[config.mk]
export PLATFORM = sky130hd
export DESIGN_NAME = pc_fetch_controller
export DESIGN_NICKNAME = d
export VERILOG_FILES = /design/src/rtl/pc_fetch_controller_pkg.sv /design/src/rtl/pc_fetch_controller_cla.sv /design/src/rtl/pc_fetch_controller.sv
export SDC_FILE = /design/constraint.sdc
export NUM_CORES = 1
export LEC_CHECK = 0
export ABC_AREA = 1
export CELL_PAD_IN_SITES_DETAIL_PLACEMENT = 0
export CELL_PAD_IN_SITES_GLOBAL_PLACEMENT = 2
export CORE_MARGIN = 2
export CORE_UTILIZATION = 29
export CTS_CLUSTER_SIZE = 24
export DETAILED_ROUTE_END_ITERATION = 16
export PLACE_DENSITY = 0.95
export SYNTH_ARGS = -nofsm -noshare
export SYNTH_HDL_FRONTEND = slang
export SYNTH_SLANG_ARGS = --single-unit
[constraint.sdc]
create_clock -name clk -period 3.6 [get_ports clk]
set_input_delay 0.72 -clock clk [delete_from_list [all_inputs] [get_ports clk]]
set_output_delay 0.72 -clock clk [all_outputs]
set_load 0.02 [all_outputs]
[src/rtl/pc_fetch_controller_pkg.sv]
// Shared definitions for the PC fetch controller: FSM state encodings and default PC step.
package pc_fetch_controller_pkg;

    typedef enum logic [1:0] {
        IDLE = 2'b00,
        REQ  = 2'b01,
        HOLD = 2'b10
    } fetch_state_t;

    localparam int DEFAULT_STEP = 4;

endpackage

[src/rtl/pc_fetch_controller_cla.sv]
// N-bit carry-lookahead adder built from 4-bit groups with group generate/propagate.
module nbit_CLA_full_adder #(
    parameter int N = 64
) (
    input  logic [N-1:0] a,
    input  logic [N-1:0] b,
    input  logic         cin,
    output logic [N-1:0] sum,
    output logic         cout
);

    logic [N-1:0] gen;
    logic [N-1:0] prop;
    logic         bit_carry;
    logic         group_carry;
    logic         group_gen;
    logic         group_prop;

    assign gen  = a & b;
    assign prop = a ^ b;

    // Carry into each group comes from the previous group's G/P, not from its last bit.
    always_comb begin
        sum         = '0;
        bit_carry   = cin;
        group_carry = cin;
        group_gen   = 1'b0;
        group_prop  = 1'b1;
        for (int base = 0; base < N; base += 4) begin
            bit_carry  = group_carry;
            group_gen  = 1'b0;
            group_prop = 1'b1;
            for (int j = 0; j < 4; j++) begin
                if (base + j < N) begin
                    sum[base+j] = prop[base+j] ^ bit_carry;
                    bit_carry   = gen[base+j] | (prop[base+j] & bit_carry);
                    group_gen   = gen[base+j] | (prop[base+j] & group_gen);
                    group_prop  = group_prop & prop[base+j];
                end
            end
            group_carry = group_gen | (group_prop & group_carry);
        end
        cout = group_carry;
    end

endmodule

[src/rtl/pc_fetch_controller.sv]
// Instruction fetch controller: owns the PC, a pending-branch register and the IDLE/REQ/HOLD FSM.
module pc_fetch_controller
    import pc_fetch_controller_pkg::*;
#(
    parameter int               WIDTH    = 64,
    parameter int               STEP     = DEFAULT_STEP,
    parameter logic [WIDTH-1:0] RESET_PC = '0
) (
    input  logic             clk,
    input  logic             reset,
    input  logic             start,
    input  logic             halt,
    input  logic             stall,
    input  logic             branch_valid,
    input  logic [WIDTH-1:0] branch_target,
    input  logic             mem_ack,
    output logic             mem_req,
    output logic [WIDTH-1:0] mem_addr,
    output logic             fetch_valid,
    output logic [WIDTH-1:0] pc,
    output logic             busy
);

    localparam logic [WIDTH-1:0] STEP_VEC = WIDTH'(STEP);

    fetch_state_t     state;
    fetch_state_t     state_next;
    logic             pend_valid;
    logic [WIDTH-1:0] pend_target;
    logic             halt_flag;
    logic             halt_pending;
    logic [WIDTH-1:0] pc_inc;
    logic [WIDTH-1:0] next_pc;
    logic             inc_carry_unused;

    nbit_CLA_full_adder #(
        .N(WIDTH)
    ) u_pc_inc (
        .a   (pc),
        .b   (STEP_VEC),
        .cin (1'b0),
        .sum (pc_inc),
        .cout(inc_carry_unused)
    );

    assign halt_pending = halt | halt_flag;

    always_comb begin
        if (branch_valid) begin
            next_pc = branch_target;
        end else if (pend_valid) begin
            next_pc = pend_target;
        end else begin
            next_pc = pc_inc;
        end
    end

    always_ff @(posedge clk) begin
        if (reset) begin
            state <= IDLE;
        end else begin
            state <= state_next;
        end
    end

    // Halt outranks stall on an acknowledged fetch; in HOLD it also outranks resuming.
    always_comb begin
        state_next = state;
        unique case (state)
            IDLE: begin
                if (start && !halt_pending) begin
                    state_next = REQ;
                end
            end
            REQ: begin
                if (mem_ack) begin
                    if (halt_pending) begin
                        state_next = IDLE;
                    end else if (stall) begin
                        state_next = HOLD;
                    end else begin
                        state_next = REQ;
                    end
                end
            end
            HOLD: begin
                if (halt_pending) begin
                    state_next = IDLE;
                end else if (!stall) begin
                    state_next = REQ;
                end
            end
            default: state_next = IDLE;
        endcase
    end

    always_comb begin
        mem_req  = (state == REQ);
        busy     = (state != IDLE);
        mem_addr = pc;
    end

    // Outside REQ a branch redirects pc directly; inside an unacked REQ it is parked until the ack.
    always_ff @(posedge clk) begin
        if (reset) begin
            pc          <= RESET_PC;
            pend_valid  <= 1'b0;
            pend_target <= '0;
            halt_flag   <= 1'b0;
            fetch_valid <= 1'b0;
        end else begin
            fetch_valid <= 1'b0;
            halt_flag   <= 1'b0;
            if (state == REQ) begin
                if (mem_ack) begin
                    pc          <= next_pc;
                    fetch_valid <= 1'b1;
                    pend_valid  <= 1'b0;
                end else begin
                    halt_flag <= halt_pending;
                    if (branch_valid) begin
                        pend_valid  <= 1'b1;
                        pend_target <= branch_target;
                    end
                end
            end else if (branch_valid) begin
                pc <= branch_target;
            end
        end
    end

endmodule

# == Word-level counts from Yosys, hierarchy flattened ==
# Cells that the tools add are included.
# totals
regBits,133
word_cells,208
out_inout_bits,131
inputBits,71
# op_classes
muxes,15
n_reduce_logical,13
n_eq_ne,6
n_bitwise,167
# op_table
cell,n
$mux W64,5
$and A1 B1 Y1,102
$xor A1 B1 Y1,61
$mux W2,6
$reduce_and A3 Y1,3
$pmux W2 S3,1
$reduce_bool A2 Y1,3
$ne A2 B2 Y1 const B,2
$reduce_and A2 Y1,2
$mux W1,3
$ne A3 B2 Y1 const B,1
$ne A3 B3 Y1 const B,1
$not A1 Y1,3
$reduce_or A3 Y1,1
$eq A2 B1 Y1 const B,1
$eq A2 B2 Y1 const B,1
$logic_not A2 Y1,1
$reduce_or A2 Y1,1
$logic_and A1 B1 Y1,1
$logic_not A1 Y1,1
$or A1 B1 Y1,1

# == Logic depth before layout (Yosys ltp) ==
# Gate-level depths: netlist of the first run.
# depth
depth_word,25
ltp_mapped,16
ltp_nobuf,16

# == Cells and area by module ==
# Synthesis of the first run repeated with hierarchy kept, for this count alone.
# hier_totals
hier_cells,1356
hier_area_um2,9474.1
# modules_own_cells
mod,seq_area_each_um2,area_each_um2,cells_each,n_inst
pc_fetch_controller,2662.6,6857.8,1084,1
nbit_CLA_full_adder,0.0,2616.3,272,1

# == Least setup slack after synthesis of the first run ==
# Ideal clock, no wire load.
# synth_path
path_kind,register to register
start,"register pc[2], in the netlist mem_addr[2]"
end,"register pc[62], in the netlist mem_addr[62]"
arrival_ps,2444
setup_slack_ps,1024
stages_incl_launch_ff,17
required_ps,3468
setup_ps,132
path_buffers,0
period_less_slack_ps,2576
cell_sequence,dfxtp_1 > ha_1 > nand3_1 > nor2_4 > nand4_2 > nor3_4 > nand4_2 > nor2_4 > nand4_1 > nor2_1 > ha_1 > ha_1 > ha_1 > nor2_1 > o21ai_0 > o211ai_1 > a21oi_1
# synth_between
elab_chain_len,22
# synth_rtl
item,line,text
"start, declared",pc_fetch_controller.sv:20,"output logic [WIDTH-1:0] pc,"
"start signal, assigned",pc_fetch_controller.sv:116,pc <= next_pc;
"start signal, assigned",pc_fetch_controller.sv:127,pc <= branch_target;
$and A1 B1 Y1,--,
$and A1 B1 Y1 (14 in a row),pc_fetch_controller_cla.sv:41,group_carry = group_gen | (group_prop & group_carry);
$and A1 B1 Y1 (2 in a row),pc_fetch_controller_cla.sv:36,bit_carry = gen[base+j] | (prop[base+j] & bit_carry);
$xor A1 B1 Y1,pc_fetch_controller_cla.sv:35,sum[base+j] = prop[base+j] ^ bit_carry;
$mux W64,pc_fetch_controller.sv:51,end else if (pend_valid) begin
$mux W64,pc_fetch_controller.sv:49,if (branch_valid) begin
$mux W64,pc_fetch_controller.sv:115,if (mem_ack) begin
$mux W64,pc_fetch_controller.sv:114,if (state == REQ) begin
# Every way passes these cells. The select of a mux whose other input is x is not followed.
# A chain may end at the register's enable or synchronous reset.

# == Final worst setup path of the first run ==
# Same ends and word-level chain as after synthesis.

==> metrics.md, run 1 <==
| Metric | Value |
|---|---|
| Status | finished clean |
| Finished Cell Area | 9450 um^2 |
| Period minus WS final | 2.93 ns |
| Required @ worst endpoint | 3.87 ns |
| R2R cell count | 16 |
| Largest net degree at the start of global routing | 80 |
| Slew headroom | 30.7% |
| Placed cells | 1,362 |
| Hold crit path type | register to register |
| CP arrival | 3.19 ns |
| Reg2Reg Capture Point | mem_addr[62] |
| RSZ-0062 raised after global routing | false |
| Crit path capture | mem_addr[62] |
| Maximum clock path buffer count | 2 |
| Vias in the first global route | 6,409 |
| Clk_skew | 0.0134 ns |
| Buffers added on ports | 201 |
| CTS tree | built |
| # rows | 57 |
| Final Hold Fails | 0 |
| Area grow syn2layout | 32.0% |
| R2r setup slk | 0.67 ns |
| Cts repair resizes | 0 |
| Nets | around 1.2k |
| Global-route wire length before repair | roughly 36,000 um |
| Final-report max-slew violation count | 0 |
| Reg2reg start | mem_addr[2] |
| Startpoint types | register |
| Post-Syn Instances | 955 |
| Gr usage total | 17.5% |
| Register area share after synthesis | 37.2% |
| Gr ovfl total | 0 |
| Initial DRC count | 459 |
| Placed Area | 8900 um^2 |
| Post-CTS Setup Bufs | 0 |
| Mapped Area | 7160 um^2 |
| Filler cells | 2,543 |
| Worst-path clk slew | 0.06 ns |
| Starting density of the core | approximately 30% |
| RePlAce Congestion | 0.776 |
| Peak VDD IR | 0.000203 V |
| Clk_lat worst skew | between 0.4 and 0.5 ns |
| CP max FO | 5 |
| H-tree Lvls | 4 |
| Initial DRT Pass Iterations | 5 |
| Antenna Cells | 0 |
| Antenna violations before repair | 0 |
| Seq cells post-synth | 133 |
| Die Area | 25,900 um^2 |
| Cts hold-fix bufs | 0 |
| Worst Setup Path Type | register to register |
| Final worst slack | 0.674 ns |
| Synth Warn # | 0 |
| Pwr/cell area | 496 nW/um^2 |
| Chip Height | 161 um |
| Antenna viol nets, final | 0 |
| Routed WL per cell | 16.1 um |
| Share of layout cells above drive strength 1 | roughly 5.4% |
| Fin cells | 1,393 |
| Clk sink count | 133 |
| DR DRC count | 0 |
| Final setup viols | 0 |
| Net Count, Synth | between 1k and 1.5k |
| Max_cap viols | 0 |
| Origin of the worst setup path | mem_addr[2] |
| Pleak | between 3 and 4 nW |
| Root buf cell | clkbuf_16 |
| Setup crit end kind | register |
| Max Clock Freq | 0.342 GHz |
| Final WL | 22,500 um |
| Inserted Clock Buffers | 17 |
| Vias | 6,705 |
| DP HPWL | 14,100 um |
| Final period util | between 80% and 90% |
| Vias/cell | 4.81 |
| Syn Area/Cell | 7.49 um^2 |
| Chip width | 161 um |
| # IOs | 202 |
| Place WS | ~0.62 ns |
| Setup Total Neg Slack | 0 ns |
| Worst Max-Slew Pin Slew | 1.04 ns |
| Distinct cells, synth | 29 |
| Placeable Area | 24,200 um^2 |
| Total power | 4.69 mW |
==> area by class of cell <==
cell class / count / area [um^2] / share of cell area [%]
inverter: 42 / 160 / 1.70
multi-input combinational: 650 / 3560 / 37.6
timing repair buffer: 213 / 2110 / 22.3
clock buffer: 21 / 440 / 4.66
sequential: 133 / 2670 / 28.2
clock inverter: 10 / 108 / 1.14
tap: 324 / 405 / 4.29
==> cells by family after synthesis <==
logic type | after synthesis | share of synthesized area, %
flip-flops | 133 | 37.2
AND/OR/NAND/NOR | 299 | 17.1
adder cells (fa/ha/maj) | 46 | 8.04
AO/OA/AOI/OAI | 290 | 22.7
buffers and inverters | 172 | 13.2
XOR/XNOR | 15 | 1.84
==> cells in the final DEF, fill, tap and decap left out, types with 4 or more instances in the layout <==
cell	n
a21oi_1	78
a31oi_1	34
buf_4	11
clkbuf_1	4
clkbuf_16	17
clkdlybuf4s50_1	200
clkinv_2	6
dfxtp_1	132
ha_1	46
inv_1	35
inv_2	6
nand2_1	123
nand4_1	9
nor2_1	156
nor2_4	4
o211ai_1	27
o21ai_0	104
o21ai_1	32
o32ai_1	12
xor2_1	15
==> routing by layer <==
layer	vias to the layer above	part of all wire (%)	global-route usage, %	wire length (um)
met5	-	0	0	0
met4	0	0.82	3.94	184
met3	10	5.4	3.90	1210
met2	185	47	29.2	10500
met1	3132	47	23.2	10600
li1	3378	-	-	-
==> how the worst min path moves through the flow <==
stage | from | endpoint | slack (ns) | depth (start not counted)
finish | pend_target[0] | pend_target[0] | 0.45 | 2
global route | pend_target[59] | pend_target[59] | 0.47 | 2
CTS | pend_target[0] | pend_target[0] | 0.45 | 2
detailed placement | pend_target[0] | pend_target[0] | 0.44 | 2
global placement | pend_target[1] | pend_target[1] | 0.44 | 2
floorplan | pend_target[0] | pend_target[0] | 0.42 | 2
==> stage by stage <==
step           util, %  hold WS, ns
6_report          39.0        0.450
4_1_cts           39.0        0.451
2_1_floorplan        -        0.424
3_3_place_gp      36.7        0.435
5_1_grt           39.0        0.470
3_5_place_dp      36.7        0.441
==> where the power goes <==
group | switching, mW | internal [mW] | total [mW]
clock network | 0.671 | 1.01 | 1.68
logic | 0.705 | 0.547 | 1.25
registers | 0.148 | 1.61 | 1.75
total | 1.52 | 3.16 | 4.69
==> critical path, cell delays in order, from the launching register on <==
cell      delay (ns)
dfxtp_1         0.39
ha_1            0.19
nand3_1         0.13
nor2_4          0.16
nand4_2         0.17
nor3_4          0.25
nand4_2         0.18
nor2_4          0.15
nand4_1         0.14
nor2_1          0.13
ha_1            0.16
ha_1            0.15
ha_1            0.22
nor2_1          0.08
o21ai_0         0.10
o211ai_1        0.09
a21oi_1         0.08
==> flip-flops by register name, summed over array words and instances (netlist names) <==
signal and flops:
fetch_valid 1, mem_addr 64, pend_valid 1, halt_flag 1, pend_target 64, state 2
==> synthesized netlist by cell type <==
library cell  count  area, um^2
nor2_1          156         586
dfxtp_1         133        2660
nand2_1         123         462
o21ai_0         104         521
a21oi_1          78         390
buf_4            67         503
ha_1             46         576
clkbuf_1         37         139
inv_1            37         139
a31oi_1          34         213
o21ai_1          32         160
o211ai_1         27         203
buf_2            22         110
xor2_1           15         131
o32ai_1          12         105
nand4_1           9        56.3
inv_2             4        15.0
nor2_4            3        33.8
a211oi_1          2        15.0
buf_1             2        7.51
buf_6             2        22.5
nand3_1           2        10.0
nand4_2           2        25.0
inv_4             1        6.26
nand2_2           1        6.26
nor2_2            1        6.26
nor2_8            1        20.0
nor3_4            1        16.3
o21ai_4           1        16.3
Power figures use the tool's default switching activity.
==> run 2: changes to the inputs <==
--- a/config.mk
+++ b/config.mk
@@ -9,10 +9,10 @@
 export CELL_PAD_IN_SITES_DETAIL_PLACEMENT = 0
 export CELL_PAD_IN_SITES_GLOBAL_PLACEMENT = 2
 export CORE_MARGIN = 2
-export CORE_UTILIZATION = 29
+export CORE_UTILIZATION = 24
 export CTS_CLUSTER_SIZE = 24
 export DETAILED_ROUTE_END_ITERATION = 16
-export PLACE_DENSITY = 0.95
+export PLACE_DENSITY = 0.87
 export SYNTH_ARGS = -nofsm -noshare
 export SYNTH_HDL_FRONTEND = slang
 export SYNTH_SLANG_ARGS = --single-unit
==> constraint.sdc (replaced) <==
create_clock -name clk -period 2.4 [get_ports clk]
set_input_delay 0.48 -clock clk [delete_from_list [all_inputs] [get_ports clk]]
set_output_delay 0.48 -clock clk [all_outputs]
set_load 0.02 [all_outputs]
==> run 2 against run 1 <==
The run now ends with setup timing left. Critical path depth unchanged. Clock power increased by 64%. Via count increased by 3.9%. First-iteration DRC count decreased by 19%. Sequential cell count unchanged. Total power increased by 60%. Count of clock-buffer cells in the layout increased by 6. Wire length increased by 8.1%. Register-to-register slack got worse by 0.87 ns. Utilization decreased by 3.6 points. Clock skew decreased by 0.0029 ns. Critical endpoint unchanged. Largest cell class unchanged. Largest power group is now clock.
==> metrics.md, run 2 (same netlist as run 1, synthesis figures left out) <==
| Metric | Value |
|---|---|
| Area grow syn2layout | 45.7% |
| Reg2Reg Capture Point | mem_addr[62] |
| Status | complete, but fails checks |
| Starting density of the core | between 20% and 30% |
| Total power | 7.51 mW |
| Reg2reg start | mem_addr[2] |
| Clk_skew | about 0.011 ns |
| Failing checks | setup timing |
| Worst Max-Slew Pin Slew | 0.807 ns |
| Routed WL per cell | 16.0 um |
| Worst-path clk slew | 0.06 ns |
| Maximum clock path buffer count | 2 |
| # IOs | 202 |
| CP max FO | 2 |
| Final period util | 108% |
| Largest net degree at the start of global routing | 80 |
| DR DRC count | 0 |
| Min-Delay Path Depth | 2 |
| CP max-delay cell | dfxtp_4 |
| Slew headroom | 46.2% |
| H-tree Lvls | 4 |
| Critical Path Max Stage Delay | 0.36 ns |
| Final Hold Fails | 0 |
| # rows | 63 |
| Gr usage total | 15.5% |
| Antenna viol nets, final | 0 |
| CP arrival | ~2.9 ns |
| Vias in the first global route | 6,795 |
| Nets | 1,235 |
| R2R cell count | 16 |
| Chip Height | around 180 um |
| Vias/cell | 4.58 |
| Final-report max-slew violation count | 0 |
| Pwr/cell area | 720 nW/um^2 |
| Initial DRC count | 370 |
| Vias | 6,968 |
| Die Area | 31,200 um^2 |
| Pleak | about 4.2 nW |
| R2r setup slk | -0.19 ns |
| Sw frac | 31.5% |
| Hold wc startpoint | pend_target[0] |
| Hold crit path type | register to register |
| Place WS | -0.366 ns |
| Most frequent cells in the layout | 200 x clkdlybuf4s50_1, 152 x nor2_1, 130 x dfxtp_1 |
| Reg area | ~2700 um^2 |
| Inserted Clock Buffers | 17 |
| DP HPWL | 16,100 um |
| Setup crit end kind | register |
| CTS tree | built |
| Buffers added on ports | 201 |
| Placed cells | 1,482 |
| Final worst slack | -0.195 ns |
| Fin cells | 1,522 |
| Clock network fraction of total power | 36.8% |
| Critical path's top delay family | simple AND/OR/NAND/NOR gates |
| Share of layout cells above drive strength 1 | 13.3% |
| Period minus WS final | 2.59 ns |
| Final setup viols | 12 |
| Worst Setup Path Type | register to register |
| Cts hold-fix bufs | 0 |
| Max_cap viols | 0 |
| RePlAce Congestion | 0.760 |
| Antenna violations before repair | 1 |
| Critical Path Most Common Cell | ha_4 |
| Initial DRT Pass Iterations | 5 |
| Multi-input gate area | 3800 um^2 |
| Required @ worst endpoint | 2.65 ns |
| Seq pwr share | approximately a third |
| RSZ-0062 raised after global routing | true |
| Clk_lat worst skew | 0.41 ns |
| Cell Int Power | 5.14 mW |
| Peak VDD IR | 0.000373 V |
| Root buf cell | clkbuf_16 |
| Gr ovfl total | 0 |
| Final WL | 24,300 um |
| Placeable Area | around 29,000 um^2 |
| Worst Hold End | pend_target[0] |
| Gate power share | 29.0% |
| Chip width | 177 um |
| Startpoint types | register |
| Max Clock Freq | 0.385 GHz |
| Most common cell after layout, fill and taps aside | clkdlybuf4s50_1 |
| Critical-path cell list | ha_4 -> nand3_4 -> nor2_4 -> nand4_4 -> nor3_4 -> nand4_4 -> nor2_4 -> nand4_1 -> nor2_1 -> ha_2 -> ha_4 -> ha_4 -> nor2_2 -> o21ai_1 -> o211ai_1 -> a21oi_1 |
| Filler cells | 3,109 |
| CP bufs+invs | 0 |
| Global-route wire length before repair | 37,900 um |
| Psw | 2.37 mW |
| Clk sink count | between 100 and 150 |
run 2: cell count changes in the layout (fill, tap and decap cells not counted), sizes merged:
cell,change
buf,+61
clkbuf,+6
clkinv,-5
inv,-1
clkinvlp,+1
diode,+1
run 2: timing repair:
item | in CTS | in global routing
pin swaps | 11 | 22
endpoints found under the setup margin | 21 | 29
buffers inserted | 2 | 5
gates resized for setup | 13 | 35
run 2: routing by layer:
metal  part of all wire, %  up-vias  GRT usage, %  wire length (um)
met4                  0.96        0          3.75               234
met5                     0        -             0                 0
met1                    45     3264          19.5             10900
met2                    49      181          27.5             12000
li1                      -     3509             -                 -
met3                   4.8       14          2.62              1170
run 2: area by class of cell:
cell class,count,area share [%]
Timing Repair Buffer,274,25.7
Clock buffer,27,5.13
Inverter,42,1.54
Sequential cell,133,25.7
Multi-Input combinational cell,650,36.5
Antenna cell,1,0.0240
Clock inverter,5,0.816
Tap cell,390,4.68
run 2: worst max-delay path by stage:
stage,from,to,slack [ns],depth (start not counted)
after floorplan,mem_addr[2],mem_addr[62],-0.04,16
final,mem_addr[2],mem_addr[62],-0.19,16
after global placement,mem_addr[2],mem_addr[62],-0.32,16
after detailed placement,mem_addr[2],mem_addr[62],-0.37,16
after CTS,mem_addr[3],mem_addr[62],-0.34,16
after global routing,mem_addr[2],mem_addr[62],-0.36,16
run 2: power groups by stage:
stage	Clock, mW	Sequential, mW	Combinational (mW)
floorplan	0	2.78	1.06
global placement	0	2.59	2.17
detailed placement	0	2.60	2.17
CTS	2.85	2.56	2.19
global route	2.95	2.60	2.38
finish	2.76	2.57	2.18
run 2: metrics by stage:
stage / utilization [%] / instance area, um^2 / TNS (ns) / hold slack (ns)
after detailed placement: 32.2 / 9490 / -2.83 / 0.446
after global placement: 32.2 / 9490 / -2.05 / 0.434
final: 35.4 / 10400 / -0.766 / 0.452
after global routing: 35.4 / 10400 / -4.78 / 0.465
after floorplan: - / 7160 / -0.0352 / 0.424
after CTS: 34.6 / 10200 / -3.01 / 0.455
run 2: worst register-to-register path, stage by stage, from the launching register on:
cell      delay, ns
dfxtp_4        0.36
ha_4           0.15
nand3_4        0.08
nor2_4         0.13
nand4_4        0.11
nor3_4         0.22
nand4_4        0.16
nor2_4         0.13
nand4_1        0.15
nor2_1         0.14
ha_2           0.20
ha_4           0.14
ha_4           0.19
nor2_2         0.07
o21ai_1        0.06
o211ai_1       0.08
a21oi_1        0.08
==> RTL change (config.mk and constraints of run 2) <==
Reset style: asynchronous (`reset`), changed in 2 clocked blocks.
--- a/src/rtl/pc_fetch_controller.sv
+++ b/src/rtl/pc_fetch_controller.sv
@@ -55,7 +55,7 @@
         end
     end
 
-    always_ff @(posedge clk) begin
+    always_ff @(posedge clk or posedge reset) begin
         if (reset) begin
             state <= IDLE;
         end else begin
@@ -101,7 +101,7 @@
     end
 
     // Outside REQ a branch redirects pc directly; inside an unacked REQ it is parked until the ack.
-    always_ff @(posedge clk) begin
+    always_ff @(posedge clk or posedge reset) begin
         if (reset) begin
             pc          <= RESET_PC;
             pend_valid  <= 1'b0;
Check against the original RTL: differs if reset is asserted again (counterexample within 4 cycles, from zero or initial values and one cycle with reset high); with reset held inactive, the same outputs for 4 cycles.
==> RTL change against run 2 <==
- sequential cell count is the same
- the run still ends with negative setup slack left
- setup slack lost 0.097 ns
- clock skew grew 0.00055 ns
- final area grew 6.7%
- highest routed layer unchanged
- area after synthesis grew 6.5%
- wire length shrank 5.5%
- fmax shrank 3.6%
Power is not compared: it rests on default switching activity, and its combinational part moved more than twofold at a synthesized area within 25%.
==> RTL change: results (changes against run 2) <==
.. list-table::
   :header-rows: 1

   * - Metric
     - Value
   * - Number of non-filler instances in the completed layout
     - 1,526 (+0.26%)
   * - Pin count of the biggest net entering global routing
     - 65 (-19%)
   * - Proportion of synthesized area in mux cells
     - 0.739% (+0.74 points)
   * - Top cells by area, synth
     - sky130_fd_sc_hd__dfrtp_1 (44%), sky130_fd_sc_hd__ha_1 (7.6%), sky130_fd_sc_hd__nor2_1 (6.9%)
   * - Commonest cells in the netlist
     - sky130_fd_sc_hd__nor2_1 (140), sky130_fd_sc_hd__nand2_1 (134), sky130_fd_sc_hd__dfrtp_1 (133)
   * - Beginning of the critical path
     - mem_addr[2]$_DFFE_PP0P_
   * - Run status
     - finished with violations
   * - Antenna violations before repair
     - 2 (+1)
   * - Count of cells along the worst register-to-register path
     - 18 (+2)
   * - Worst slew margin relative to its limit
     - 63.6% (+17 points)
   * - Share of the yosys chip area belonging to registers
     - 43.7% (+6.5 points)
   * - Area share of xor/xnor cells in the synthesized design
     - 1.72% (-0.11 points)
   * - Wire length of the first global-routing pass
     - 36,800 microns (-2.9%)
   * - Adder-Cell Fraction of Synth Area
     - 7.55% (-0.49 points)
   * - Share of final-layout standard cells stronger than drive strength 1
     - 15.9% (+2.6 points)
   * - Smallest setup slack after layout
     - -0.291 ns (-0.0966 ns)
   * - Final net count
     - 1,226 (-0.73%)
   * - Via count
     - 6,741 (-3.3%)
   * - Compound-gate portion of the synthesized area
     - 16.0% (-6.7 points)
   * - Final setup violation count
     - 15 (+3)
   * - Fraction of post-synthesis cell area in the top cell type by area
     - 43.7% (+6.5 points)
   * - Synth async-reset ratio
     - 100% (+100 points)
   * - Initial detailed-routing violation count
     - 309 (-16%)
   * - Distinct cells, synth
     - 28 (-3.4%)
   * - Cell count after synthesis
     - 936 (-2.0%)
   * - Number of detailed-routing iterations run before antenna repair
     - 4 (-1)
   * - Most used flip-flop cell after synthesis
     - sky130_fd_sc_hd__dfrtp_1
   * - Failing checks
     - negative setup slack
   * - Worst stage delay on the critical path
     - 0.39 ns (+0.03 ns)
   * - Routability congestion estimate
     - 0.755 (-0.68%)
   * - Clock Skews
     - 0.0111 ns (+0.000553 ns)
   * - CP top delay family
     - simple AND/OR/NAND/NOR gates
   * - Slowest stage cell on the critical path
     - sky130_fd_sc_hd__dfrtp_2
   * - Clock buffers created by TritonCTS
     - 17 (unchanged)
   * - Critical Path Sink
     - mem_addr[58]$_DFFE_PP0P_
   * - Hold Path Class
     - input pin to asynchronous set/reset pin
   * - Synth Net Count
     - 1,053 (-1.8%)
   * - Total routing usage reported by global routing
     - 14.2% (-1.3 points)
   * - Data arrival, critical path
     - 2.98 ns (+0.13 ns)
   * - DRT Wirelength
     - 23,000 microns (-5.5%)
## RTL change: changes by cell type after synthesis, sizes merged, moves of 5 or more
cell           run 2  this run
nor2             161       145
o21ai            137        86
o22ai              0        15
dfrtp              0       133
mux2               0         5
dfxtp            133         0
o32ai             12         0
nand2            124       134
buf               93       100
a31oi             34        44
inv               42        96
clkbuf            37        18
o211ai            27         2
## RTL change: layer usage
metal | vias up | wire length, microns | global-route usage, %
li1 | 3352 | - | -
met1 | 3212 | 10800 | 19.5
met2 | 156 | 10900 | 23.1
met3 | 21 | 986 | 2.89
met4 | 0 | 258 | 3.45
met5 | - | 0 | 0
## RTL change: power groups by stage
stage / sequential, mW / combinational [mW] / clock, mW
after floorplan: 4.79 / 4.52 / 0
after global placement: 4.03 / 8.46 / 0
after detailed placement: 4.06 / 8.51 / 0
after CTS: 4.06 / 8.62 / 2.83
after global routing: 4.24 / 9.63 / 2.93
final: 4.08 / 8.72 / 2.75
## RTL change: through the flow
step           hold WS [ns]  setup slack (ns)  area (sq um)  TNS (ns)
2_1_floorplan         0.478           -0.0579          7670   -0.0579
3_3_place_gp          0.489            -0.225         10100    -0.937
3_5_place_dp          0.496            -0.319         10100     -1.85
4_1_cts               0.435            -0.285         10800     -2.47
5_1_grt               0.449            -0.490         11100     -5.77
6_report              0.436            -0.291         11100     -1.75
## RTL change: repair_timing
action | CTS | global route
resized for setup | 36 | 64
hold endpoints to repair | 0 | 0
endpoints found under the setup margin | 18 | 28
pin swaps | 8 | 27
setup buffers | 4 | 5
## RTL change: final cells by class
cell class | instances | area [sq um]
sequential | 133 | 3330
antenna | 2 | 5.00
inverter | 96 | 364
timing repair buffer | 272 | 2660
tap | 402 | 503
clock inverter | 13 | 156
clock buffer | 19 | 453
fill | 3237 | 20300
multi-input combinational | 589 | 3650
